### src/rtl/peripheral_bridge_pkg.sv
// Shared types and helpers for the peripheral register bridge.
//   bridge_state_t : transaction FSM states
//   onehot()       : index -> one-hot select vector (MAX_SEL_W wide; callers
//                    size-cast the result down to their own strobe width)
package peripheral_bridge_pkg;

  typedef enum logic [1:0] {
    IDLE    = 2'd0,
    STROBE  = 2'd1,
    CAPTURE = 2'd2,
    RESPOND = 2'd3
  } bridge_state_t;

  // Largest strobe vector any bridge instance may request.
  localparam int unsigned MAX_SEL_W = 256;
  localparam int unsigned SEL_IDX_W = $clog2(MAX_SEL_W);

  // One-hot vector with bit 'addr' set when 'en' is high; all zeros otherwise.
  function automatic logic [MAX_SEL_W-1:0] onehot(input logic [31:0] addr, input logic en);
    logic [MAX_SEL_W-1:0] vec;
    vec = '0;
    if (en && (addr < MAX_SEL_W)) vec[addr[SEL_IDX_W-1:0]] = 1'b1;
    return vec;
  endfunction

endpackage

### src/rtl/peripheral_addr_decoder.sv
// Combinational address decoder for the register bridge.
//   addr_i     : word address (full request width)
//   data_out_i : flattened register read data, register i at [i*BUSWIDTH +: BUSWIDTH]
//   in_range_o : addr_i < REGS, compared over the full address width
//   sel_o      : one-hot register select, all zeros when out of range
//   rdata_o    : selected register data, zero when out of range
module peripheral_addr_decoder
  import peripheral_bridge_pkg::*;
#(
  parameter int BUSWIDTH     = 32,
  parameter int REGS         = 4,
  parameter int ADDRWIDTH    = 16,
  parameter int POWEROF2REGS = 4
) (
  input  logic [ADDRWIDTH-1:0]             addr_i,
  input  logic [POWEROF2REGS*BUSWIDTH-1:0] data_out_i,
  output logic                             in_range_o,
  output logic [POWEROF2REGS-1:0]          sel_o,
  output logic [BUSWIDTH-1:0]              rdata_o
);

  localparam int IDX_W = (POWEROF2REGS > 1) ? $clog2(POWEROF2REGS) : 1;
  localparam logic [ADDRWIDTH:0] REGS_LIMIT = (ADDRWIDTH + 1)'(REGS);

  logic [IDX_W-1:0] idx;

  // The range check sees every address bit, so high addresses never alias
  // onto a low register through the truncated index below.
  assign in_range_o = ({1'b0, addr_i} < REGS_LIMIT);
  assign idx        = addr_i[IDX_W-1:0];
  assign sel_o      = POWEROF2REGS'(onehot(32'(idx), in_range_o));
  assign rdata_o    = in_range_o ? data_out_i[idx*BUSWIDTH +: BUSWIDTH] : '0;

endmodule

### src/rtl/peripheral_register_bridge.sv
// Bus-side initiator for the peripheral register interface.
// Turns single-beat valid/ready requests into one-cycle write/read strobes on
// exactly one register, captures read data one cycle after the strobe, and
// returns it on a valid/ready response channel.
//   clk, reset (async, active low)
//   req_valid/req_ready/req_write/req_addr/req_wdata : request channel
//   rsp_valid/rsp_ready/rsp_rdata/rsp_error          : response channel
//   reg_data_in, reg_write_en, reg_read_en           : register block drive
//   reg_data_out                                     : flattened register read data
// Timeline: accept at edge N, strobe in cycle N+1, capture in N+2, respond from N+3.
module peripheral_register_bridge
  import peripheral_bridge_pkg::*;
#(
  parameter int BUSWIDTH     = 32,
  parameter int REGS         = 4,
  parameter int ADDRWIDTH    = 16,
  parameter int POWEROF2REGS = (REGS > 1) ? 2 ** $clog2(REGS) : 1
) (
  input  logic                             clk,
  input  logic                             reset,
  input  logic                             req_valid,
  output logic                             req_ready,
  input  logic                             req_write,
  input  logic [ADDRWIDTH-1:0]             req_addr,
  input  logic [BUSWIDTH-1:0]              req_wdata,
  output logic                             rsp_valid,
  input  logic                             rsp_ready,
  output logic [BUSWIDTH-1:0]              rsp_rdata,
  output logic                             rsp_error,
  output logic [BUSWIDTH-1:0]              reg_data_in,
  output logic [POWEROF2REGS-1:0]          reg_write_en,
  output logic [POWEROF2REGS-1:0]          reg_read_en,
  input  logic [POWEROF2REGS*BUSWIDTH-1:0] reg_data_out
);

  bridge_state_t               state_q, state_d;
  logic [ADDRWIDTH-1:0]        addr_q, addr_d;
  logic                        write_q, write_d;
  logic                        in_range_q, in_range_d;
  logic [BUSWIDTH-1:0]         data_in_q, data_in_d;
  logic [POWEROF2REGS-1:0]     wr_en_q, wr_en_d;
  logic [POWEROF2REGS-1:0]     rd_en_q, rd_en_d;
  logic [BUSWIDTH-1:0]         rdata_q, rdata_d;
  logic                        error_q, error_d;

  logic                        handshake;
  logic [ADDRWIDTH-1:0]        dec_addr;
  logic                        dec_in_range;
  logic [POWEROF2REGS-1:0]     dec_sel;
  logic [BUSWIDTH-1:0]         dec_rdata;

  // One decoder serves both phases: in IDLE it decodes the incoming address
  // so the strobe can be registered at the accept edge; afterwards it decodes
  // the latched address for the read-data capture.
  assign dec_addr = (state_q == IDLE) ? req_addr : addr_q;

  peripheral_addr_decoder #(
    .BUSWIDTH    (BUSWIDTH),
    .REGS        (REGS),
    .ADDRWIDTH   (ADDRWIDTH),
    .POWEROF2REGS(POWEROF2REGS)
  ) u_decoder (
    .addr_i    (dec_addr),
    .data_out_i(reg_data_out),
    .in_range_o(dec_in_range),
    .sel_o     (dec_sel),
    .rdata_o   (dec_rdata)
  );

  assign req_ready = (state_q == IDLE);
  assign rsp_valid = (state_q == RESPOND);
  assign handshake = req_valid && req_ready;

  always_comb begin
    // NOTE: every variable gets a default before the case so no path leaves
    // one unassigned, which would otherwise infer a latch.
    state_d    = state_q;
    addr_d     = addr_q;
    write_d    = write_q;
    in_range_d = in_range_q;
    data_in_d  = data_in_q;
    rdata_d    = rdata_q;
    error_d    = error_q;
    wr_en_d    = '0;
    rd_en_d    = '0;

    unique case (state_q)
      IDLE: begin
        if (handshake) begin
          addr_d     = req_addr;
          write_d    = req_write;
          in_range_d = dec_in_range;
          if (req_write) begin
            data_in_d = req_wdata;
            wr_en_d   = dec_sel;
          end else begin
            rd_en_d   = dec_sel;
          end
          state_d = STROBE;
        end
      end
      STROBE: begin
        state_d = CAPTURE;
      end
      CAPTURE: begin
        // The register block updates data_out one cycle after read_en,
        // so it is sampled here rather than during STROBE.
        rdata_d = (!write_q && in_range_q) ? dec_rdata : '0;
        error_d = !in_range_q;
        state_d = RESPOND;
      end
      RESPOND: begin
        if (rsp_ready) state_d = IDLE;
      end
      default: begin
        state_d = IDLE;
      end
    endcase
  end

  // NOTE: state registers use non-blocking assignments so every flop samples
  // the pre-edge values regardless of statement order.
  always_ff @(posedge clk or negedge reset) begin
    if (!reset) begin
      state_q    <= IDLE;
      addr_q     <= '0;
      write_q    <= 1'b0;
      in_range_q <= 1'b0;
      data_in_q  <= '0;
      wr_en_q    <= '0;
      rd_en_q    <= '0;
      rdata_q    <= '0;
      error_q    <= 1'b0;
    end else begin
      state_q    <= state_d;
      addr_q     <= addr_d;
      write_q    <= write_d;
      in_range_q <= in_range_d;
      data_in_q  <= data_in_d;
      wr_en_q    <= wr_en_d;
      rd_en_q    <= rd_en_d;
      rdata_q    <= rdata_d;
      error_q    <= error_d;
    end
  end

  assign reg_data_in  = data_in_q;
  assign reg_write_en = wr_en_q;
  assign reg_read_en  = rd_en_q;
  assign rsp_rdata    = rdata_q;
  assign rsp_error    = error_q;

endmodule

### config.mk
export PLATFORM = sky130hd
export DESIGN_NAME = peripheral_register_bridge
export DESIGN_NICKNAME = d
export VERILOG_FILES = /design/src/rtl/peripheral_bridge_pkg.sv /design/src/rtl/peripheral_addr_decoder.sv /design/src/rtl/peripheral_register_bridge.sv
export SDC_FILE = /design/constraint.sdc
export NUM_CORES = 1
export LEC_CHECK = 0
export CORE_AREA = 10 10 117 119
export CTS_CLUSTER_SIZE = 8
export DETAILED_ROUTE_END_ITERATION = 6
export DIE_AREA = 0 0 127 129
export PLACE_DENSITY = 0.87
export SKIP_CTS_REPAIR_TIMING = 1
export SLEW_MARGIN = 10
export SYNTH_ARGS = -nofsm -noshare
export SYNTH_HDL_FRONTEND = slang
export SYNTH_SLANG_ARGS = --single-unit
### constraint.sdc
create_clock -name clk -period 3.2 [get_ports clk]
set_input_delay 0.32 -clock clk [delete_from_list [all_inputs] [get_ports clk]]
set_output_delay 0.32 -clock clk [all_outputs]
set_load 0.05 [all_outputs]
# [After elaboration in Yosys (flattened, before gate mapping)]
# Cells that the tools add are included.
[word_totals] ff_bits=93 output_inout_bits=75 wordCells=42 input_bits=181
[classes] n_mux=15 order_cmp=3 reduce_logical=9 n_eq_ne=5 shift=1
[op_table] cell="128-bit by 8-bit variable part select with 32-bit output" n=1
[op_table] cell="32-bit two-way mux" n=2
[op_table] cell="4-bit two-way mux" n=7
[op_table] cell="16-bit by 3-bit less-than comparator with 1-bit output, second input constant" n=1
[op_table] cell="16-bit two-way mux" n=1
[op_table] cell="2-bit by 9-bit less-than comparator with 1-bit output, second input constant" n=1
[op_table] cell="2-bit case mux with 4 select lines" n=1
[op_table] cell="2-bit == test, second input constant" n=2
[op_table] cell="2-bit two-way mux" n=2
[op_table] cell="2-bit by 1-bit inequality test with 1-bit output, second input constant" n=2
[op_table] cell="2-bit AND reduction" n=2
[op_table] cell="1-bit logical AND" n=3
[op_table] cell="3-bit AND reduction" n=1
[op_table] cell="1-bit demux with 2-bit select" n=1
[op_table] cell="2-bit by 1-bit == test with 1-bit output, second input constant" n=1
[op_table] cell="2-bit by 1-bit >= comparator with 1-bit output, second input constant" n=1
[op_table] cell="1-bit zero test" n=2
[op_table] cell="2-bit zero test" n=1
[op_table] cell="1-bit two-way mux" n=1

# [Depth between registers and ports, before layout]
# Gate-level depths: netlist (run 1).
[logic_depth] ltp_word=10 ltp_mapped=8 mapped_depth_nobuf=6

# [By module]
# Synthesis (run 1) repeated with hierarchy kept, for this count alone.
[hier_totals] hier_cells=387 area_unflattened_um2=4879.7
[modules_own_cells] mod="peripheral_register_bridge" area_per_inst_um2=3777.4 instances=1 seq_area_each_um2=2327.2 cells_each=301
[modules_own_cells] mod="peripheral_addr_decoder" area_per_inst_um2=1102.3 instances=1 seq_area_each_um2=0.0 cells_each=86

# [Least setup slack after synthesis (run 1)]
# Ideal clock, no wire load.
[synth_timing] path_type="reg-to-reg" from="reg state_q[0]" to="reg rdata_q[10] (netlist: rsp_rdata[10])" path_slack_ns=0.686 setup_ns=0.144 synth_period_minus_slack_ns=2.514 t_required_ns=3.056 arrival_time_ns=2.370 path_buffers=2 stages_incl_launch_ff=9 cell_sequence="dfrtp_1 > inv_1 > ha_1 > buf_2 > mux2i_1 > buf_2 > mux4_2 > inv_1 > o22ai_2"
[synth_between] elab_chain_len=5 elab_cells_between_ends=7 classes_between="order compare: 1; eq/ne: 1; shift: 1; mux: 3; reduce/logical: 1"
[synth_lines] element="start: declaration" line_no="peripheral_register_bridge.sv:36" text="bridge_state_t state_q, state_d;"
[synth_lines] element="start signal: assignment" line_no="peripheral_register_bridge.sv:135" text="state_q <= state_d;"
[synth_lines] element="2-bit zero test (*)"
[synth_lines] element="via req_ready" line_no="peripheral_register_bridge.sv:22" text="output logic req_ready,"
[synth_lines] element="16-bit two-way mux (*)" line_no="peripheral_register_bridge.sv:55" text="assign dec_addr = (state_q == IDLE) ? req_addr : addr_q;"
[synth_lines] element="128-bit by 8-bit variable part select with 32-bit output or 16-bit by 3-bit less-than comparator with 1-bit output (tied branches)" line_no="peripheral_addr_decoder.sv:32, peripheral_addr_decoder.sv:29"
[synth_lines] element="32-bit two-way mux (*)" line_no="peripheral_addr_decoder.sv:32" text="assign rdata_o = in_range_o ? data_out_i[idx*BUSWIDTH +: BUSWIDTH] : '0;"
[synth_lines] element="32-bit two-way mux (*)" line_no="peripheral_register_bridge.sv:108" text="rdata_d = (!write_q && in_range_q) ? dec_rdata : '0;"
[synth_lines] element="end signal: assignment" line_no="peripheral_register_bridge.sv:142" text="rdata_q <= rdata_d;"
[synth_lines] element="end: declaration" line_no="peripheral_register_bridge.sv:43" text="logic [BUSWIDTH-1:0] rdata_q, rdata_d;"
# Mark *: on every way through the listed nets, which the timed path passes. The rest lies on a longest branch.
# A chain may end at the register's enable or synchronous reset.

# [Worst setup path in the final report (run 1)]
[layout_timing] from="reg state_q[0]" to="reg rdata_q[8] (netlist: rsp_rdata[8])"
[layout_between] elab_chain_len=5 elab_cells_between_ends=7 classes_between="order compare: 1; eq/ne: 1; shift: 1; mux: 3; reduce/logical: 1"
[layout_lines] element="2-bit zero test" line_no="peripheral_register_bridge.sv:55"
[layout_lines] element="16-bit two-way mux" line_no="peripheral_register_bridge.sv:55"
[layout_lines] element="128-bit by 8-bit variable part select with 32-bit output or 16-bit by 3-bit less-than comparator with 1-bit output (tied branches)" line_no="peripheral_addr_decoder.sv:32, peripheral_addr_decoder.sv:29"
[layout_lines] element="32-bit two-way mux" line_no="peripheral_addr_decoder.sv:32"
[layout_lines] element="32-bit two-way mux" line_no="peripheral_register_bridge.sv:108"
# Several ways; a longest one is shown, not always the timed one.

==> impl_metrics.toml, run 1 <==
[status]
status = "finished, final reports clean"

[worst_setup_path]
cp-start-kind = "flip-flop"
crit_start = "state_q[0]"
cp-end-kind = "flip-flop"
path_max_fanout = 30
ff2ff_setup_slack_ps = 800
timing.rr.start = "state_q[0]"
rr_worst_depth = 8
cp.required_ps = 3400
cp.arrival_ps = 2600
critical_path_class = "reg -> reg"

[timing]
setup_violations = 0
fin_skew_ps = 5.83
whs_ps = 142
finalSetupTns_ps = 0
fin_crit_sh = 0.749
fmax_mhz = 417
worstMarginPinSlew_ps = 983
finalCriticalPeriod_ps = 2400
finalHoldViolations = 0
drv_slew = 0
maxSlewHeadroom = 0.344
rsz0062_at_grt = "false"

[die]
row_count = 39
dieArea_um2 = 16400
pin_count = 256
die_height_um = 129
die_w_um = 127
core-area_um2 = 11300
start_util = 0.414

[cts]
cts_root_buffer = "clkbuf_16"
cts_tree = "done"
htreeDepth = 3
cts_buffers = 9
clk_pin_slew_ps = 70
cts_sinks = 93
cts.path.max_buffers = 2
clock_latency_ps = 340

[yosys]
syn-instance-count = 337
ys_types = 30
syn_nets = 521
synthTopCellsByArea = "dfrtp_1, mux4_2, mux2_2"
async_flop_share = 1.00
seq_area_frac_synth = 0.496
synth_ff_type = "dfrtp_1"
netlist_area_um2 = 4690
syn_avg_cell_area_um2 = 13.9
synth_edf_count = 0
yosysTopAreaCellShare = 0.496
ys_seq_elements = 93
synth_warnings = 0
netlist.top_cell.by_area = "dfrtp_1"

[routing]
drt_iter0_markers = 180
route.vias.total = 3769
via_per_inst = 5.10
drt-total-wl_um = 15300
drc = 0
routedWlPerCell_um = 20.7
ant_nets = 0
drt_first_pass_iters = 6

[place]
dpl_cell_area_um2 = 7400
hpwl_um = 12400
io_buffers = 255
gp_congestion = 0.799

[grt]
antenna_found_initial = 0
grt_max_degree = 79
grt_usage = 0.180
grt_first_pass_wirelength_um = 23000
grt_pass1_vias = 4182
gr-total-overflow = 0

[power]
ir_drop_v = 0.000721
p_per_area_nw_per_um2 = 782
p_leak_nw = 3.18

[final_layout]
final_util = 0.679
drive_gt1_frac = 0.242
final_cell_mix = "clkdlybuf4s50_1, dfrtp_1, inv_1, mux2_2, mux4_2"
area_delta_synth_final_pct = 64.1
num_antenna_cells = 0
stdcell_area_um2 = 7690
layout_commonest_cell = "clkdlybuf4s50_1"
final_nets = 775

[flow_run]
drv_cap = 0

[min_path]
hp-class = "in -> async"
## sequential cells by signal, indices dropped and copies added, names as in the netlist, 2 cells and up
register and cells:
reg_data_in 32, rsp_rdata 32, addr_q 16, reg_read_en 4, reg_write_en 4, state_q 2
## power by group
part	switching, mW	internal, mW
Combinational	1.78	1.51
Clock	0.483	0.563
Sequential	0.174	1.51
Total	2.44	3.58
## stage by stage
step | setup slack (ps) | power (mW) | std cells
after CTS | 799 | 6.09 | 739
after global placement | 814 | 4.93 | 723
after detailed placement | 752 | 5.04 | 723
final | 804 | 6.01 | 739
after floorplan | 686 | 4.00 | 337
after global routing | 639 | 6.33 | 739
## critical path, stage by stage (launching register included)
cell and delay (ps):
dfrtp_1 400, inv_1 90, ha_1 180, buf_4 200, mux2i_4 390, buf_4 460
mux4_2 380, inv_1 80, o22ai_2 50
## synth_stat cells (3+ instances only)
cell and n:
buf_2 5, buf_4 3, buf_6 3, clkbuf_1 8, dfrtp_1 93, ha_1 3, inv_1 69, mux2_2 49
mux2i_1 3, mux4_2 32, nand2_1 6, nor3_1 5, nor4_1 6, o21ai_0 3, o22ai_2 30
## cells by family (layout without fill, tap and decap cells)
family	count (synthesis)	after routing	share of synthesized area
AND/OR/NAND/NOR	27	27	0.0400
buffers and inverters	89	348	0.0798
multiplexers	84	84	0.278
adder cells (fa/ha/maj)	3	3	0.00801
AO/OA/AOI/OAI	41	41	0.0979
flip-flops	93	93	0.496
## path summary, 6_finish.rpt
path | to
max reg2reg | rsp_rdata[8]
min in group clk | write_q
min | addr_q[10]
min reg2reg | write_q
max | rsp_rdata[8]
max in group asynchronous | rsp_rdata[31]
## metal layers
metal  wire length [um]  part of all wire  vias to the layer above  global-route usage
met1               5720              0.37                     1898               0.195
met5                  0                 0                        -                   0
li1                   -                 -                     1704                   -
met2               8160              0.53                      141               0.319
met3               1050             0.068                       26              0.0587
met4                347             0.023                        0              0.0703
## final cells by class
| class | count | area, um^2 |
|---|---|---|
| Inverter | 69 | 259 |
| Clock buffer | 10 | 239 |
| Clock inverter | 6 | 55.1 |
| Fill cell | 844 | 3630 |
| Sequential cell | 93 | 2330 |
| Tap cell | 143 | 179 |
| Multi-Input combinational cell | 155 | 2010 |
| Timing Repair Buffer | 263 | 2620 |
Power figures use the tool's default switching activity.
==> run 2, diff against run 1 <==
--- a/config.mk
+++ b/config.mk
@@ -5,11 +5,11 @@
 export SDC_FILE = /design/constraint.sdc
 export NUM_CORES = 1
 export LEC_CHECK = 0
-export CORE_AREA = 10 10 117 119
+export CORE_AREA = 10 10 126 128
 export CTS_CLUSTER_SIZE = 8
 export DETAILED_ROUTE_END_ITERATION = 6
-export DIE_AREA = 0 0 127 129
-export PLACE_DENSITY = 0.87
+export DIE_AREA = 0 0 136 138
+export PLACE_DENSITY = 0.79
 export SKIP_CTS_REPAIR_TIMING = 1
 export SLEW_MARGIN = 10
 export SYNTH_ARGS = -nofsm -noshare
==> constraint.sdc (replaced) <==
create_clock -name clk -period 2.18 [get_ports clk]
set_input_delay 0.218 -clock clk [delete_from_list [all_inputs] [get_ports clk]]
set_output_delay 0.218 -clock clk [all_outputs]
set_load 0.05 [all_outputs]
==> run 2 against run 1 <==
  * Global-route usage is 1.8 points lower
  * Clock power up 70%
  * Sequential share of layout area shrank 0.72 points
  * Worst hold slack better by 290 ps
  * Power increased by 54%
  * First-iteration DRC count is 12% lower
  * Cell area increased by 2.4%
  * Largest power group unchanged
==> impl_metrics.toml, run 2 (same netlist as run 1, synthesis figures left out) <==
[status]
status = "finished, final reports clean"

[worst_setup_path]
path_max_fanout = 12
cp.required_ps = 2390
cp.arrival_ps = 2290
slowest_stage = "mux4_2"
cp-start-kind = "flip-flop"
cp_cell_sequence = "inv_1 -> ha_4 -> mux2_2 -> buf_4 -> mux4_2 -> inv_1 -> o22ai_2"
cp-end-kind = "flip-flop"
critPathMaxStageDelay_ps = 440
critical_path_class = "reg -> reg"
critPathMostFrequentCell = "inv_1"

[cts]
cts_tree = "done"
cts_root_buffer = "clkbuf_16"
htreeDepth = 3
cts.path.max_buffers = 2
clk_pin_slew_ps = 60
clock_latency_ps = 350
cts_sinks = 93
cts_buffers = 9

[routing]
drt_iter0_markers = 158
drt_first_pass_iters = 4
via_per_inst = 4.71
route.vias.total = 3662
ant_nets = 0
drt-total-wl_um = 15300
drc = 0
routedWlPerCell_um = 19.7

[timing]
drv_slew = 0
finalHoldViolations = 0
setup_violations = 0
rsz0062_at_grt = "false"
maxSlewHeadroom = 0.577
worstMarginPinSlew_ps = 635
fmax_mhz = 481
finalCriticalPeriod_ps = 2080
fin_skew_ps = 6.90
fin_crit_sh = 0.954

[final_layout]
num_antenna_cells = 0
multi_input_area_um2 = 2020
final_cell_mix = "clkdlybuf4s50_1, dfrtp_1, inv_1, mux2_2, mux4_2"
layout.area.seq_um2 = 2330
layout_commonest_cell = "clkdlybuf4s50_1"
stdcell_area_um2 = 7880
area_delta_synth_final_pct = 68.1
nFillCells = 1103
final_nets = 778
drive_gt1_frac = 0.244

[grt]
antenna_found_initial = 0
busiest_layer = "met2"
gr-usage-met2 = 0.290
grt_pass1_vias = 4136
grt_util_met1 = 0.179
grt_first_pass_wirelength_um = 23800
grt_usage = 0.162
gr-total-overflow = 0
grt_max_degree = 50
gr-usage-met3 = 0.0402

[die]
core-area_um2 = 13500
row_count = 43
start_util = 0.347
die_height_um = 138
die_w_um = 136
dieArea_um2 = 18800
pin_count = 256

[flow_run]
drv_cap = 0

[place]
dpl_cell_area_um2 = 7530
hpwl_um = 12400
io_buffers = 255
gp_congestion = 0.883

[min_path]
hp-class = "in -> async"

[power]
p_total_mw = 9.24
ir_drop_v = 0.000723
p_per_area_nw_per_um2 = 1170
p_leak_nw = 3.25
run 2: per-stage QoR:
step           utilization  hold WS, ps  setup slack (ps)  TNS, ps  cells
2_1_floorplan            -        -77.6              26.4        0    337
3_3_place_gp         0.558          269              88.5        0    762
3_5_place_dp         0.558          292             -4.51    -4.51    762
4_1_cts              0.583        -83.2              79.9        0    777
5_1_grt              0.583          477              5.79        0    778
6_report             0.583          435               100        0    778
run 2: area by class of cell:
type | count | area share
sequential | 93 | 0.295
tap | 180 | 0.0286
clock inverter | 5 | 0.0137
clock buffer | 10 | 0.0291
multi-input combinational | 155 | 0.257
inverter | 69 | 0.0329
timing repair buffer | 266 | 0.344
run 2: routing by layer:
layer | up-vias | wire [um]
met5 | - | 0
met4 | 0 | 353
met3 | 22 | 1000
met2 | 133 | 8140
met1 | 1801 | 5840
li1 | 1706 | -
run 2: power by group:
group | leakage [nW] | internal (mW) | total (mW) | switching, mW
Sequential | 1.19 | 2.21 | 2.47 | 0.255
Clock | 0.164 | 1.12 | 1.79 | 0.663
Combinational | 1.89 | 2.32 | 4.99 | 2.67
run 2: path summary, 6_finish.rpt:
check,slack (ps),from,cells past startpoint,to
worst max-delay path,100,state_q[1],7,rsp_rdata[22]
worst min register to register,480,write_q,2,write_q
min in group clk,480,write_q,2,write_q
max in group asynchronous,1070,reset,3,rsp_rdata[19]
worst min-delay path,430,reset,2,reg_data_in[9]
worst max register to register,100,state_q[1],7,rsp_rdata[22]
run 2: critical path: cells and delay by family (launching register included):
| kind | cells | cell delay, ps |
|---|---|---|
| muxes | 2 | 820 |
| buffers and inverters | 3 | 430 |
| DFF | 1 | 410 |
| adders and majority gates | 1 | 210 |
| AOI/OAI and AO/OA | 1 | 60 |
